## src/rtl/apb_slv_pkg.sv

```systemverilog
// Shared types and constants for the APB register-file completer.
package apb_slv_pkg;

  typedef enum logic [0:0] {IDLE, ACCESS} apb_slv_state_e;

  localparam logic [31:0]  ID_VALUE_DEFAULT = 32'hA5B0_0001;
  localparam int unsigned  WAIT_STATES_MAX  = 15;

  // Word index of a byte address.
  function automatic int unsigned addr_to_idx(input logic [31:0] addr);
    return {2'b00, addr[31:2]};
  endfunction

endpackage

```

## src/rtl/apb_slv_regbank.sv

```systemverilog
// Word register array with byte-lane write enables; register 0 is a read-only constant.
module apb_slv_regbank #(
  parameter int unsigned           DATA_WIDTH  = 32,
  parameter int unsigned           NUM_REGS    = 8,
  parameter int unsigned           IDX_W       = 6,
  parameter logic [DATA_WIDTH-1:0] ID_VALUE    = '0,
  parameter logic [DATA_WIDTH-1:0] RESET_VALUE = '0
) (
  input  logic                    pclock,
  input  logic                    preset,
  input  logic                    wr_en,
  input  logic [IDX_W-1:0]        wr_idx,
  input  logic [DATA_WIDTH-1:0]   wdata,
  input  logic [DATA_WIDTH/8-1:0] wbe,
  input  logic [IDX_W-1:0]        rd_idx,
  output logic [DATA_WIDTH-1:0]   rd_data
);

  localparam int unsigned STRB_W = DATA_WIDTH / 8;

  logic [DATA_WIDTH-1:0] regs_q [NUM_REGS-1:1];

  always_ff @(posedge pclock) begin
    if (preset) begin
      for (int i = 1; i < NUM_REGS; i++) begin
        regs_q[i] <= RESET_VALUE;
      end
    end else if (wr_en) begin
      for (int i = 1; i < NUM_REGS; i++) begin
        if (wr_idx == IDX_W'(i)) begin
          for (int b = 0; b < STRB_W; b++) begin
            if (wbe[b]) begin
              regs_q[i][b*8 +: 8] <= wdata[b*8 +: 8];
            end
          end
        end
      end
    end
  end

  // Out-of-range indices read as zero; the caller flags them as errors anyway.
  always_comb begin
    rd_data = '0;
    if (rd_idx == '0) begin
      rd_data = ID_VALUE;
    end
    for (int i = 1; i < NUM_REGS; i++) begin
      if (rd_idx == IDX_W'(i)) begin
        rd_data = regs_q[i];
      end
    end
  end

endmodule

```

## src/rtl/apb_slave_regfile.sv

```systemverilog
// APB completer with a small register bank, programmable wait states and error decode.
// Optional byte strobes (pstrb port) are enabled by defining APB_SLV_PSTRB_EN.
module apb_slave_regfile
  import apb_slv_pkg::*;
#(
  parameter int unsigned           ADDR_WIDTH  = 8,
  parameter int unsigned           DATA_WIDTH  = 32,
  parameter int unsigned           NUM_REGS    = 8,
  parameter int unsigned           WAIT_STATES = 2,
  parameter logic [DATA_WIDTH-1:0] ID_VALUE    = ID_VALUE_DEFAULT,
  parameter logic [DATA_WIDTH-1:0] RESET_VALUE = '0
) (
  input  logic                    pclock,
  input  logic                    preset,
  input  logic                    psel,
  input  logic                    penable,
  input  logic                    pwrite,
  input  logic [ADDR_WIDTH-1:0]   paddr,
  input  logic [DATA_WIDTH-1:0]   pwdata,
`ifdef APB_SLV_PSTRB_EN
  input  logic [DATA_WIDTH/8-1:0] pstrb,
`endif
  output logic [DATA_WIDTH-1:0]   prdata,
  output logic                    pready,
  output logic                    pslverr
);

  localparam int unsigned IDX_W     = ADDR_WIDTH - 2;
  localparam int unsigned STRB_W    = DATA_WIDTH / 8;
  localparam logic [3:0]  WAIT_INIT = 4'(WAIT_STATES);

  apb_slv_state_e        state_q, state_d;
  logic [3:0]            wcnt_q, wcnt_d;
  logic [ADDR_WIDTH-1:0] addr_q, addr_d;
  logic                  write_q, write_d;
  logic [DATA_WIDTH-1:0] wdata_q, wdata_d;
  logic [STRB_W-1:0]     strb_q, strb_d;
  logic [DATA_WIDTH-1:0] prdata_q, prdata_d;
  logic                  pready_q, pready_d;
  logic                  pslverr_q, pslverr_d;

  logic                  resp_en;
  logic                  complete;
  logic                  wr_en;
  logic                  err_d;
  int unsigned           idx_d;
  logic [STRB_W-1:0]     strb_in;
  logic [DATA_WIDTH-1:0] rd_data;

`ifdef APB_SLV_PSTRB_EN
  assign strb_in = pstrb;
`else
  assign strb_in = '1;
`endif

  always_comb begin
    state_d  = state_q;
    wcnt_d   = wcnt_q;
    addr_d   = addr_q;
    write_d  = write_q;
    wdata_d  = wdata_q;
    strb_d   = strb_q;
    resp_en  = 1'b0;
    complete = 1'b0;
    unique case (state_q)
      IDLE: begin
        if (psel && !penable) begin
          state_d = ACCESS;
          wcnt_d  = WAIT_INIT;
          addr_d  = paddr;
          write_d = pwrite;
          wdata_d = pwdata;
          strb_d  = strb_in;
          resp_en = (WAIT_INIT == 4'd0);
        end
      end
      ACCESS: begin
        if (!psel) begin
          state_d = IDLE;
        end else if (pready_q) begin
          if (penable) begin
            complete = 1'b1;
            state_d  = IDLE;
          end else begin
            resp_en = 1'b1;
          end
        end else begin
          if (wcnt_q != 4'd0) begin
            wcnt_d = wcnt_q - 4'd1;
          end
          resp_en = (wcnt_d == 4'd0);
        end
      end
    endcase
  end

  // Decode follows the next captured address, so a zero-wait response is ready at setup.
  assign idx_d = addr_to_idx(32'(addr_d));
  assign err_d = (addr_d[1:0] != 2'b00) || (idx_d >= NUM_REGS) || (write_d && idx_d == 0);
  assign wr_en = complete && write_q && !err_d;

  always_comb begin
    pready_d  = 1'b0;
    pslverr_d = 1'b0;
    prdata_d  = '0;
    if (resp_en) begin
      pready_d  = 1'b1;
      pslverr_d = err_d;
      if (!err_d && !write_d) begin
        prdata_d = rd_data;
      end
    end
  end

  always_ff @(posedge pclock) begin
    if (preset) begin
      state_q   <= IDLE;
      wcnt_q    <= '0;
      addr_q    <= '0;
      write_q   <= 1'b0;
      wdata_q   <= '0;
      strb_q    <= '0;
      prdata_q  <= '0;
      pready_q  <= 1'b0;
      pslverr_q <= 1'b0;
    end else begin
      state_q   <= state_d;
      wcnt_q    <= wcnt_d;
      addr_q    <= addr_d;
      write_q   <= write_d;
      wdata_q   <= wdata_d;
      strb_q    <= strb_d;
      prdata_q  <= prdata_d;
      pready_q  <= pready_d;
      pslverr_q <= pslverr_d;
    end
  end

  assign prdata  = prdata_q;
  assign pready  = pready_q;
  assign pslverr = pslverr_q;

  apb_slv_regbank #(
    .DATA_WIDTH  (DATA_WIDTH),
    .NUM_REGS    (NUM_REGS),
    .IDX_W       (IDX_W),
    .ID_VALUE    (ID_VALUE),
    .RESET_VALUE (RESET_VALUE)
  ) u_regbank (
    .pclock  (pclock),
    .preset  (preset),
    .wr_en   (wr_en),
    .wr_idx  (addr_q[ADDR_WIDTH-1:2]),
    .wdata   (wdata_q),
    .wbe     (strb_q),
    .rd_idx  (addr_d[ADDR_WIDTH-1:2]),
    .rd_data (rd_data)
  );

endmodule
```

## config.mk

```make
export PLATFORM = sky130hd
export DESIGN_NAME = apb_slave_regfile
export DESIGN_NICKNAME = d
export VERILOG_FILES = /design/src/rtl/apb_slv_pkg.sv /design/src/rtl/apb_slv_regbank.sv /design/src/rtl/apb_slave_regfile.sv
export SDC_FILE = /design/constraint.sdc
export NUM_CORES = 1
export LEC_CHECK = 0
export BUFFER_PORTS_ARGS = -buffer_cell sky130_fd_sc_hd__buf_2
export CELL_PAD_IN_SITES_DETAIL_PLACEMENT = 1
export CELL_PAD_IN_SITES_GLOBAL_PLACEMENT = 2
export CORE_MARGIN = 2
export CORE_UTILIZATION = 38
export DETAILED_ROUTE_END_ITERATION = 8
export GPL_ROUTABILITY_DRIVEN = 0
export PLACE_DENSITY = 0.76
export SYNTH_ARGS = -nofsm -noshare
export SYNTH_HDL_FRONTEND = slang
export SYNTH_HIERARCHICAL = 1
export SYNTH_SLANG_ARGS = --single-unit
export TNS_END_PERCENT = 100
```

## constraint.sdc

```tcl
create_clock -name pclock -period 3.1 [get_ports pclock]
set_input_delay 0.62 -clock pclock [delete_from_list [all_inputs] [get_ports pclock]]
set_output_delay 0.62 -clock pclock [all_outputs]
set_load 0.02 [all_outputs]
```

Word-level counts from Yosys, hierarchy flattened

Memories as Yosys holds them, arrays and structs flattened.
Index checks and enable logic that the tools add are counted.

Memories kept: 1
Logic and storage cells: 258
Register bits after elaboration: 81
Input port bits: 45
Memory bits (writable): 224
Output and inout port bits: 34

Muxes and demuxes: 179
Add/sub/neg operators: 1
Bitwise gates (word level): 31
Equality and inequality tests: 17
Reduce and logical (&&, ||, !) cells: 19
Order comparisons: 1

Memories:

| memory           | words | width | read ports | clocked after Yosys merged registers in | write ports | line                  | text |
|---|---|---|---|---|---|---|---|
| u_regbank.regs_q | 7     | 32    | 7          | 0                                       | 7           | apb_slv_regbank.sv:21 | `logic [DATA_WIDTH-1:0] regs_q [NUM_REGS-1:1];` |

Operators by type and width:

| kind                | number |
|---|---|
| $mux 32             | 8 |
| $mux 8              | 30 |
| $mux 1              | 131 |
| $eq 6x3->1 const B  | 8 |
| $logic_not 32->1    | 1 |
| $mux 4              | 7 |
| $or 1x1->1          | 28 |
| $eq 6x2->1 const B  | 4 |
| $eq 6x1->1 const B  | 2 |
| $pmux 4 s2          | 1 |
| $ge 6x4->1 const B  | 1 |
| $logic_not 6->1     | 1 |
| $ne 2x2->1 const B  | 3 |
| $logic_and 1x1->1   | 5 |
| $logic_not 4->1     | 1 |
| $pmux 1 s2          | 2 |
| $reduce_bool 4->1   | 1 |
| $sub 4x1->4 const B | 1 |
| $logic_not 1->1     | 3 |
| $not 1->1           | 3 |
| $reduce_and 3->1    | 1 |
| $reduce_or 3->1     | 1 |
| $logic_or 1x1->1    | 2 |
| $reduce_and 2->1    | 1 |
| 2 further kinds     | 2 |

Logic depth before layout (Yosys ltp)

Gate-level depths: netlist of run 1.

Word-level depth: 13
Gate-level depth with buffers: 12
Mapped depth without buffers: 9

Modules after synthesis

The synthesis of run 1 kept the hierarchy.

By module, submodules not included:

| module            | seq. area each (µm²) | area each (µm²) | cells each | times used |
|---|---|---|---|---|
| apb_slv_regbank   | 6726.5               | 10583.9         | 749        | 1 |
| apb_slave_regfile | 1621.6               | 2790.2          | 299        | 1 |

Worst setup path after synthesis of run 1

OpenSTA, ideal clock, no wires.

Path type: input port to flip-flop
Start: input penable
End: register u_regbank/regs_q[0][64] (netlist name)
Buffers on the path: 2
Data arrival time: 2.980 ns
Path slack: -0.012 ns
Library setup time: 0.132 ns
Data required time: 2.968 ns
Cell stages on the path: 10
Cell sequence: or3b_1 buf_2 mux2_4 nor3_1 and3_1 nand2_1 or2_2 clkbuf_1 nor2_1 and2_1

RTL lines:

| item            | line                    | text |
|---|---|---|
| start, declared | apb_slave_regfile.sv:16 | `input logic penable,` |

==> results of run 1 <==
==> worst paths after layout <==
| check | cells after the start | start | slack, ns | end |
|---|---|---|---|---|
| min reg2reg | 2 | addr_q[1] | 0.46 | addr_q[1] |
| max | 9 | state_q | 0.08 | u_regbank/regs_q[0][52] |
| min | 3 | pwdata[3] | 0.35 | wdata_q[3] |
| max reg2reg | 9 | state_q | 0.08 | u_regbank/regs_q[0][52] |
==> kinds of logic (layout without fill, tap and decap cells) <==
logic type	Yosys count	count (layout)
AND/OR/NAND/NOR	432	432
flip-flops	305	305
AO/OA/AOI/OAI	183	183
multiplexers	67	67
buffers and inverters	60	261
adder cells (fa/ha/maj)	1	1
==> critical path, cell delays in order, from the launching register on <==
cell and delay, ns:
dfxtp_1 0.31, or3b_2 0.55, buf_4 0.21, mux2_2 0.29
nand4_1 0.11, and3_1 0.23, nor2b_2 0.28, nand2_1 0.28
nor2_2 0.43, and2_1 0.20
==> repair_timing <==
| action | 4_1_cts | 5_1_grt |
|---|---|---|
| resized for setup | 7 | 21 |
| cloned | 0 | 0 |
| pin swaps | 0 | 1 |
| endpoints found under the setup margin | 77 | 181 |
| setup buffers | 0 | 1 |
==> cell usage in the layout (no fill, tap or decap), types with 2 or more instances in the layout <==
cell type	netlist	layout
o2bb2ai_1	5	5
buf_2	13	78
o21ai_0	5	5
clkinv_1	0	8
o21bai_1	28	28
nand3b_1	2	2
nor2_2	0	20
nand3_1	3	3
nor2_1	43	21
nor3_1	10	10
nor4_4	2	3
inv_1	8	7
a21o_1	5	4
clkinv_2	0	6
mux2_4	2	2
a2bb2oi_1	5	5
nand4_1	2	2
nand2_1	85	85
nor2_4	0	2
clkbuf_16	0	37
and2_1	227	226
buf_12	2	7
mux2i_1	38	37
a221oi_1	36	36
dfxtp_1	81	81
a21oi_1	52	52
and3_1	33	33
edfxtp_1	224	224
mux2_2	24	24
nand2b_1	8	8
a211oi_1	9	9
mux4_2	3	3
a211oi_2	20	20
a221oi_2	10	10
clkbuf_1	22	10
buf_4	4	103
nor2b_1	6	5
o21ai_1	2	2
==> per-stage QoR <==
stage	cell area, sq um	std cells	hold WS [ns]	TNS, ns
3_5_place_dp	14970	1640	0.4564	-67.07
4_1_cts	16050	1703	0.3290	-1.801
3_3_place_gp	14970	1640	0.4467	-55.30
2_1_floorplan	13370	1048	0.4360	-0.6432
5_1_grt	16120	1704	0.3434	-4.577
6_report	16120	1704	0.3455	0
==> state kept, by name, summed over array words and instances, names as in the netlist <==
signal            flops
wcnt_q                4
strb_q                1
pslverr               1
prdata               32
u_regbank/regs_q    224
wdata_q              32
addr_q                8
write_q               1
state_q               1
pready                1
==> area by class of cell <==
| class | count | area share [%] |
|---|---|---|
| multi-input combinational | 683 | 29.62 |
| inverter | 8 | 0.1863 |
| clock buffer | 48 | 6.062 |
| clock inverter | 15 | 0.5589 |
| tap | 455 | 3.532 |
| sequential | 305 | 51.79 |
| timing repair buffer | 190 | 8.251 |
==> routing by layer <==
| metal | global-route usage [%] | part of all wire [%] | routed length [um] |
|---|---|---|---|
| met5 | 0 | 0.050 | 18 |
| met4 | 4.527 | 1.6 | 576 |
| met3 | 2.887 | 3.8 | 1395 |
| met2 | 35.34 | 49 | 17910 |
| met1 | 26.64 | 45 | 16340 |
==> where the power goes <==
group | total, W | internal (W) | switching [W] | leakage [nW]
combinational | 0.000839 | 0.000351 | 0.000488 | 2.70
clock | 0.00389 | 0.00228 | 0.00161 | 0.525
sequential | 0.00458 | 0.00449 | 0.0000844 | 2.98
==> results by stage, run 1 <==
Clock tree:
- The clock tree from TritonCTS is done.
- Counting the buffers created by CTS gives 35.
- The sink count of the clock tree is roughly 310.
- The deepest clock path buffer count is 3.
- The clock transition at the registers of the reported paths is about 0.060 ns.
- The clock insertion delay at the later pin of the skew report is between 0.5 and 0.6 ns.
- The tree is rooted in a clkbuf_16.
- The deepest level of the CTS H-tree is 2.
- Buffers inserted to repair hold after CTS numbered 0.

Synthesis:
- The most used flip-flop cell after synthesis is edfxtp_1.
- In the post-synthesis netlist, the biggest area contributors are edfxtp_1 50%, dfxtp_1 12%, and2_1 11%, mux2i_1 2.8%, nand2_1 2.4%.
- Of the post-synthesis cell area, the dominant cell type holds between 50% and 60%.
- The count of different cell masters after synthesis is between 50 and 60.
- The average cell area after synthesis is 12.76 sq um.
- The mapped netlist covers about 13,000 sq um.
- The number of synthesized flops with an enable pin is ~220.
- The synthesized-area fraction occupied by and/or/nand/nor cells is a little under a fifth.
- The share of synthesized registers carrying an async set or reset is 0%.
- After synthesis, the largest family of logic cells by area is simple AND/OR/NAND/NOR gates.
- The arithmetic-cell share of the synthesized area counting full adders, half adders and majority gates is less than 1%.
- Summing the areas of all xor and xnor instances in the mapped netlist gives 0% of the synthesized area.
- and2_1 is the most common cell in the netlist.
- After synthesis, the most frequently instantiated cells are 227 x and2_1, 224 x edfxtp_1, 85 x nand2_1.
- The sequential fraction of the synthesis area is around 62%.
- For this run, the number of Yosys warnings is 6.
- Synthesis inferred between 300 and 400 register bits.
- The cell count after synthesis is about 1,000.
- The multiplexer area fraction after synthesis is approximately 5.6%.
- edfxtp_1 takes more of the synthesized area than any other cell.
- The synthesized-area fraction occupied by ao, oa, aoi and oai cells is between 10% and 20%.
- When the netlist entered floorplanning its net count stood at ~1,100.

Global route:
- The first global-routing pass estimated about 56,000 um of wire.
- Global routing finished with a remaining overflow of 0.
- The total global routing track utilization is between 20 and 25%.
- The pin count of the biggest net entering global routing is 42.
- The number of global-route vias before repair was 9,666.
- The number of antenna violations at the first check in global routing is 1.

Cells and area:
- Compared with the post-synthesis result, the final layout area differs by 20.53%.
- The repair_antennas step left the layout with diodes totalling 0.
- For this run, the share of the core covered by cells in the final layout is 46.55%.
- The net count of the finished layout is roughly 1,300.
- The post-route netlist has 26.50% of its cells at a drive strength greater than 1.
- The count of filler cells inserted in the layout is between 3,000 and 4,000.
- The area taken by flip-flops and latches is roughly 8300 sq um.
- The area of combinational cells with multiple inputs is approximately 4800 sq um.

Placed design:
- Before CTS, the worst setup slack after placement is -0.3980 ns.
- The number of buffers added on ports is around 80.
- Detailed placement finished with a half-perimeter wire length of 25,110 um.

Routing:
- The per-cell routed wire length is around 21 um.
- The detailed-routing iteration count for the pre-antenna-repair pass is 5.
- In this run the remaining antenna-violating nets after routing total 0.
- The first routing iteration left between 500 and 600 violations.
- The via total after detailed routing is between 8,000 and 9,000.
- The total wire length after detailed routing is between 30,000 and 40,000 um.
- The average via count per standard cell is approximately 5.2.
- For this run, design rule violations remaining after detail routing come to 0.

Floorplanning:
- The die covers 36,710 sq um.
- After floorplanning, the core was divided into slightly below 70 placement rows.
- For this design the top-level I/O count stands at slightly below 80.
- The height of the chip is approximately 190 um.
- Once the floorplan was initialized, standard cells occupied about two fifths of the core.
- The floorplan step defined a core boundary enclosing around 35,000 sq um.
- The die is about 190 um wide.

Timing:
- The post-route clock skew is ~0.012 ns.
- The number of setup violations in the final report is 0.
- The part of the cycle the worst path needs is a little over nine tenths.
- The minimum setup slack in the final design is around 0.085 ns.
- The worst pin sits at a relative slew slack of between 60% and 70%.
- The final count of pins violating max slew is 0.
- At the pin with the least slew margin, the transition time is approximately 0.58 ns.
- The clock period could shrink to 3.015 ns.
- Setup repair after global routing could not meet its margin everywhere.
- The final-report hold violation count was 0.
- Static timing analysis puts the maximum clock frequency at 0.3316 GHz.

Min path:
- The path class of the lowest-slack min-delay path is in2reg.

Setup path:
- The data arrival time of the critical path is 3.39 ns.
- STA classifies the critical path endpoint as a register.
- The largest fanout on the critical path is 8.
- The setup path with the least slack is of type reg2reg.
- The critical path required time is ~3.5 ns.
- The worst setup path is launched from a register.

Power:
- The power per cell area is 577.5 nW/um^2.
- The leakage power summed over all cells is just over 6 nW.
- VDD sags by at most 0.0003312 V.
- The power after layout is around 0.0093 W.

Run:
- The tool flagged a number of max-cap violations equal to 0.

Outcome:
- The run finished with clean final reports.
Power figures use the tool's default switching activity.
==> inputs of run 2 (changes only) <==
--- a/config.mk
+++ b/config.mk
@@ -5,12 +5,13 @@
 export SDC_FILE = /design/constraint.sdc
 export NUM_CORES = 1
 export LEC_CHECK = 0
-export BUFFER_PORTS_ARGS = -buffer_cell sky130_fd_sc_hd__buf_2
 export CELL_PAD_IN_SITES_DETAIL_PLACEMENT = 1
 export CELL_PAD_IN_SITES_GLOBAL_PLACEMENT = 2
 export CORE_MARGIN = 2
-export CORE_UTILIZATION = 38
+export CORE_UTILIZATION = 40
+export CTS_CLUSTER_SIZE = 14
 export DETAILED_ROUTE_END_ITERATION = 8
+export DONT_BUFFER_PORTS = 1
 export GPL_ROUTABILITY_DRIVEN = 0
 export PLACE_DENSITY = 0.76
 export SYNTH_ARGS = -nofsm -noshare
==> results by stage, run 2 (synthesized netlist as in run 1, its figures left out) <==
Outcome:
- The run finished with clean final reports.

Clock tree:
- The clock insertion delay at the later pin of the skew report is 0.53 ns (+0.02 ns).
- The cell sitting at the root of the clock tree is a clkbuf_16.
- The deepest level of the CTS H-tree is 2 (unchanged).
- The CTS buffer count came to 35 (unchanged).
- The sink count of the clock tree was 305 (unchanged).
- The clock tree from TritonCTS is done.
- The deepest clock path buffer count came to 3 (unchanged).
- The clock transition at the registers of the reported paths is 0.06 ns (about the same).

Setup path:
- The largest fanout on the critical path was 9 (+1).
- The peak per-stage delay on the critical path was 0.59 ns (+0.04 ns).
- The startpoint type of the worst setup path is a register.
- The critical path class is reg2reg.
- For this design, the slowest cell found on the critical path is or3b_2.
- The buffering stage count on the worst path with inverters included is 4 (+3).
- By instance count, the cell type seen most on the critical path is buf_4.
- The signal on the critical path passes through or3b_2 > buf_4 > mux2i_1 > inv_2 > buf_4 > buf_4 > nor3_1 > a211oi_1 > a21oi_1 > o2bb2ai_1 > and3_1.
- The cell family with the largest share of critical-path delay is simple AND/OR/NAND/NOR gates.
- The data arrival time of the critical path is 3.42 ns (+0.03 ns).
- The critical path required time came to 3.52 ns (+0.04 ns).
- The worst setup path is captured at a register.

Run:
- The max-cap violation count is 0 (unchanged).

Floorplanning:
- The number of primary I/O pins is 79 (unchanged).
- The die area is 34,910 sq um (-4.9%).
- The number of placement rows is 66 (-2.9%).
- The width of the chip is 186.9 um (-2.5%).
- The height of the chip came to 186.9 um (-2.5%).
- The area of the core region is 32,700 sq um (-5.6%).
- The initial core utilization is 40.90% (+2.3 points).

Routing:
- The count of nets left with antenna violations after detail routing is 0 (unchanged).
- The average via count per standard cell is 5.343 (+1.8%).
- The remaining routing DRC violations is 0 (unchanged).
- The per-cell routed wire length was 22.92 um (+7.8%).
- The detailed-routing iteration count for the pre-antenna-repair pass is 4 (-1).
- The via total after detailed routing is 8,699 (-2.7%).
- The DRC violation total after the first TritonRoute iteration is 613 (+20%).
- The total wire length after detailed routing is 37,320 um (+3.0%).

Timing:
- The minimum setup slack in the final design was 0.1003 ns (+0.01565 ns).
- The final count of pins violating max slew was 0 (unchanged).
- The peak clock frequency supported by timing was 0.3334 GHz (+0.52%).
- The final-report hold violation count was 0 (unchanged).
- The clock period minus worst slack came to 3.000 ns (-0.01565 ns).
- The number of setup violations in the final report is 0 (unchanged).
- The part of the cycle the worst path needs came to 96.76% (-0.50 points).
- The post-route clock skew is 0.01578 ns (+0.004087 ns).
- Setup repair after global routing could not meet its margin everywhere.
- The aggregate negative setup slack was 0 ns (unchanged).
- The slew at the pin closest to its max-slew limit was 0.5822 ns (-0.0001321 ns).
- The worst max-slew margin expressed relative to the limit is 61.08% (about the same).

Power:
- The power per cell area is 591.2 nW/um^2 (+2.4%).
- The maximum vdd drop was 0.0004398 V (+33%).
- The leakage power summed over all cells is 5.960 nW (-3.9%).

Global route:
- The number of global-route vias before repair is 9,379 (-3.0%).
- The first-pass GRT wire length is 57,170 um (+1.8%).
- The number of antenna violations at the first check in global routing was 0 (-1).
- The total global routing track utilization is 21.58% (+1.3 points).
- The leftover overflow at the end of global routing is 0 (unchanged).
- The pin count of the biggest net entering global routing came to 79 (+88%).

Cells and area:
- The final antenna diode count came to 0 (unchanged).
- Counting flops per register, the top entry is u_regbank/regs_q.
- The layout overhead on the synthesized area is 18.51%.
- The fraction of layout cells with a size suffix above 1 came to 20.91% (-5.6 points).
- The flip-flop count of the largest register, all copies and words added is 224 (unchanged).
- The post-route core utilization was 48.47% (+1.9 points).
- The post-layout instance count excluding filler cells is 1,628 (-4.5%).
- The net total in the final layout is 1,206 (-5.0%).
- Leaving out fill and tap cells, the most frequent cells in the layout are 226 x and2_1, 224 x edfxtp_1, 115 x buf_4.
- Leaving out fill and tap cells, the most frequent cell in the layout is and2_1.

Placed design:
- The HPWL reported at the end of detailed placement is 25,500 um (+1.6%).
- The total placed cells including tap cells is 1,563 (-4.7%).
- The number of buffers added on ports is 0 (-100%).
- The post-place setup slack is -0.2500 ns (+0.1480 ns).

Min path:
- The tightest min-delay check is of the in2reg type.
run 2: changes by cell type in the layout (fill, tap and decap cells not counted), sizes merged:
cell    change
buf        -63
clkbuf      +8
clkinv      -8
run 2: final timing paths:
kind              startpoint         end  slack, ns  cells past startpoint
hold / removal        preset  wdata_q[3]       0.17                      1
hold reg to reg    addr_q[0]   addr_q[0]       0.46                      2
setup / recovery     state_q  prdata[31]       0.10                     11
setup reg to reg     state_q  prdata[31]       0.10                     11
run 2: power by group:
group          switching (W)  leakage, nW  internal, W
Sequential         0.0000916         2.98      0.00449
Combinational       0.000464         2.45     0.000333
Clock                0.00159        0.538      0.00240
Total                0.00215         5.96      0.00722
run 2: per-layer routing:
layer	vias up	global-route usage [%]	wire, um
li1	4057	-	-
met1	4403	29.10	16830
met2	192	35.96	18130
met3	47	3.771	1690
met4	0	5.922	672
met5	-	0	0
run 2: final cells by class:
class                           count  area (sq um)
Fill cell                        3413         16850
Sequential cell                   305          8348
Clock buffer                       56          1049
Timing Repair Buffer              127          1086
Multi-Input combinational cell    683          4728
Inverter                            8         30.03
Clock inverter                      7         56.30
Tap cell                          442         553.0
run 2: metrics by stage:
step	hold WS, ns	power [W]	area, sq um
after floorplan	0.4360	0.005103	13370
after global placement	0.4413	0.005442	14700
after detailed placement	0.4555	0.005459	14700
after CTS	0.1558	0.009466	15830
after global routing	0.1533	0.009688	15850
final	0.1733	0.009371	15850
run 2: repair_timing:
item | 4_1_cts | 5_1_grt
pin swaps | 1 | 0
endpoints found under the setup margin | 12 | 14
hold endpoints to repair | 0 | 0
hold buffers | 0 | 0
buffers inserted | 2 | 0
gates resized for setup | 2 | 5
==> inputs of run 3 (changes only) <==
==> constraint.sdc (replaced) <==
create_clock -name pclock -period 3.1 [get_ports pclock]
set_input_delay 0.155 -clock pclock [delete_from_list [all_inputs] [get_ports pclock]]
set_output_delay 0.155 -clock pclock [all_outputs]
set_load 0.02 [all_outputs]
==> results by stage, run 3 (synthesized netlist as in run 1, its figures left out) <==
Cells and area:
- Ranked by flip-flop count, first place goes to u_regbank/regs_q.
- The count of filler cells inserted in the layout came to 3,395 (-0.53%).
- Compared with the post-synthesis result, the final layout area differs by 20.67%.
- The flip-flop count of the largest register, all copies and words added is 224 (unchanged).
- The final antenna diode count is 0 (unchanged).
- The fraction of layout cells with a size suffix above 1 is 18.57% (-2.3 points).
- The net total in the final layout was 1,226 (+1.7%).
- The leading cell type in the layout, fill and taps excluded is and2_1.
- The library cells used most frequently in the layout, excluding fill and tap cells, are 226 x and2_1, 224 x edfxtp_1, 85 x buf_4.
- The summed area of non-filler cells in the final layout is 16,140 sq um (+1.8%).

Placed design:
- The cell area after placement is 14,450 sq um (-1.8%).
- The number of buffers added on ports is 0 (unchanged).
- The HPWL reported at the end of detailed placement is 24,540 um (-3.8%).

Routing:
- The detailed-routing iteration count for the pre-antenna-repair pass is 5 (+1).
- The via total after detailed routing is 8,775 (+0.87%).
- The average via count per standard cell is 5.325 (-0.35%).
- The DRC violation total after the first TritonRoute iteration was 475 (-23%).
- The remaining routing DRC violations was 0 (unchanged).
- The per-cell routed wire length was 22.62 um (-1.3%).
- The count of nets left with antenna violations after detail routing is 0 (unchanged).
- The total wire length after detailed routing is 37,280 um (-0.12%).

Setup path:
- The worst setup path is launched from a register.
- The largest fanout on the critical path is 7 (-2).
- The critical path required time came to 3.54 ns (+0.02 ns).
- The most critical setup path has its startpoint at state_q.
- The critical path endpoint category is a register.
- The data arrival time of the critical path is 3.27 ns (-0.15 ns).
- The signal on the critical path passes through or3b_4 > mux2_4 > or4b_2 > a211oi_1 > a21oi_1 > o2bb2ai_1 > and3_1.
- The library cell contributing the largest single delay on the critical path is or4b_2.
- The launch instance of the worst register-to-register path is state_q.
- The critical path class is reg2reg.
- The peak per-stage delay on the critical path was 0.83 ns (+0.24 ns).

Timing:
- The post-route clock skew is 0.01415 ns (-0.001624 ns).
- The final count of pins violating max slew is 0 (unchanged).
- The worst max-slew margin expressed relative to the limit is 52.60% (-8.5 points).
- The number of setup violations in the final report is 0 (unchanged).
- The slew at the pin closest to its max-slew limit came to 0.7045 ns (+0.1223 ns).
- The clock period minus worst slack is 2.838 ns (-0.1618 ns).
- Setup repair after global routing left no endpoint under its margin.
- The part of the cycle the worst path needs is 91.55% (-5.2 points).
- The final-report hold violation count is 0 (unchanged).
- The peak clock frequency supported by timing came to 0.3524 GHz (+5.7%).
- The aggregate negative setup slack is 0 ns (unchanged).

Power:
- The proportion of power drawn by combinational gates is 8.7% (+0.2 points).
- The fraction of power spent switching nets came to 23.04% (+0.11 points).
- The maximum vdd drop is 0.0004278 V (-2.7%).
- The cell-internal power is 0.007193 W (-0.41%).
- The portion of total power attributed to sequential cells is 49.0% (about the same).
- The clock share of power is 42.3% (-0.3 points).
- The leakage power summed over all cells is 6.040 nW (+1.3%).
- The power per cell area came to 579.1 nW/um^2 (-2.0%).
- The power spent charging and discharging nets is 0.002153 W (+0.22%).

Floorplanning:
- The height of the chip came to 186.9 um (unchanged).
- The die area is 34,910 sq um (unchanged).
- The width of the chip is 186.9 um (unchanged).
- The number of placement rows is 66 (unchanged).
- The number of primary I/O pins came to 79 (unchanged).
- The initial core utilization came to 40.90% (unchanged).
- The area of the core region came to 32,700 sq um (unchanged).

Global route:
- The number of global-route vias before repair was 9,453 (+0.79%).
- The leftover overflow at the end of global routing is 0 (unchanged).
- The pin count of the biggest net entering global routing was 51 (-35%).
- The number of antenna violations at the first check in global routing is 0 (unchanged).
- The first-pass GRT wire length is 57,260 um (+0.16%).
- The total global routing track utilization is 21.52% (-0.060 points).

Min path:
- The startpoint of the tightest hold check path is preset.
- The path class of the lowest-slack min-delay path is in2reg.

Run:
- The max-cap violation count is 0 (unchanged).

Clock tree:
- The deepest level of the CTS H-tree is 2 (unchanged).
- The clock transition at the registers of the reported paths is 0.06 ns (about the same).
- The sink count of the clock tree is 305 (unchanged).
- The deepest clock path buffer count was 3 (unchanged).
- The clock insertion delay at the later pin of the skew report came to 0.51 ns (-0.02 ns).
- The CTS buffer count was 35 (unchanged).
- The root buffer cell is clkbuf_16.
- TritonCTS built the clock tree.

Outcome:
- The flow ran to the end, and the final reports show no timing, DRC or antenna violations.
run 3: cell types whose count changed in the layout (fill, tap and decap cells not counted), moves of 2 or more:
cell           previous run  this run
dlygate4sd3_1             0        51
buf_4                   115        85
a221oi_1                 36        34
a221oi_2                 10        12
buf_12                   10         8
run 3: area by class of cell:
type	instances	area (sq um)	area share (%)
clock inverters	6	27.53	0.1706
flip-flops and latches	305	8348	51.73
well taps	442	553.0	3.427
multi-input cells	683	4747	29.42
inverters	8	30.03	0.1861
clock buffers	57	1074	6.652
repair buffers	147	1359	8.420
run 3: critical path, delay by kind of cell, from the launching register on:
kind            cells  cell delay, ns
compound gates      3            0.50
mux                 1            0.39
simple gates        3            1.50
flops               1            0.35
run 3: what timing repair did:
action,in CTS,in global routing
setup buffers,0,1
endpoints found under the setup margin,2,205
resized for setup,2,11
hold buffers,52,0
pin swaps,0,1
hold endpoints to repair,51,0
run 3: through the flow:
stage                     worst slack, ns  hold slack [ns]  instances  util, %  total power (W)
after floorplan                    0.2771           0.2910       1048        -         0.005103
after detailed placement         -0.03430           0.2329       1532    44.18         0.005406
after global placement            0.05633           0.2303       1532    44.18         0.005384
after global routing              0.09862          0.03602       1648    49.35         0.009665
after CTS                         0.03865          0.01661       1647    49.22         0.009419
final                              0.2620          0.03522       1648    49.35         0.009346
run 3: final timing paths:
kind                                  end  slack [ns]  depth (start not counted)
setup / recovery               prdata[23]        0.26                          7
hold / removal    u_regbank/regs_q[0][65]        0.04                          2
setup reg to reg               prdata[23]        0.26                          7
hold reg to reg                 addr_q[1]        0.45                          2
run 3: metal layers:
metal,GRT usage (%),up-vias,share of wire (%)
li1,-,4099,-
met4,4.670,0,1.6
met2,37.99,174,50
met5,0,-,0
met1,28.20,4454,45
met3,2.983,48,4.0
run 3: power by group through the flow:
stage | registers (W) | logic (W) | clock network, W
3_5_place_dp | 0.00467 | 0.000739 | 0
2_1_floorplan | 0.00462 | 0.000478 | 0
4_1_cts | 0.00458 | 0.000811 | 0.00403
5_1_grt | 0.00460 | 0.000873 | 0.00420
3_3_place_gp | 0.00466 | 0.000726 | 0
6_report | 0.00458 | 0.000812 | 0.00395
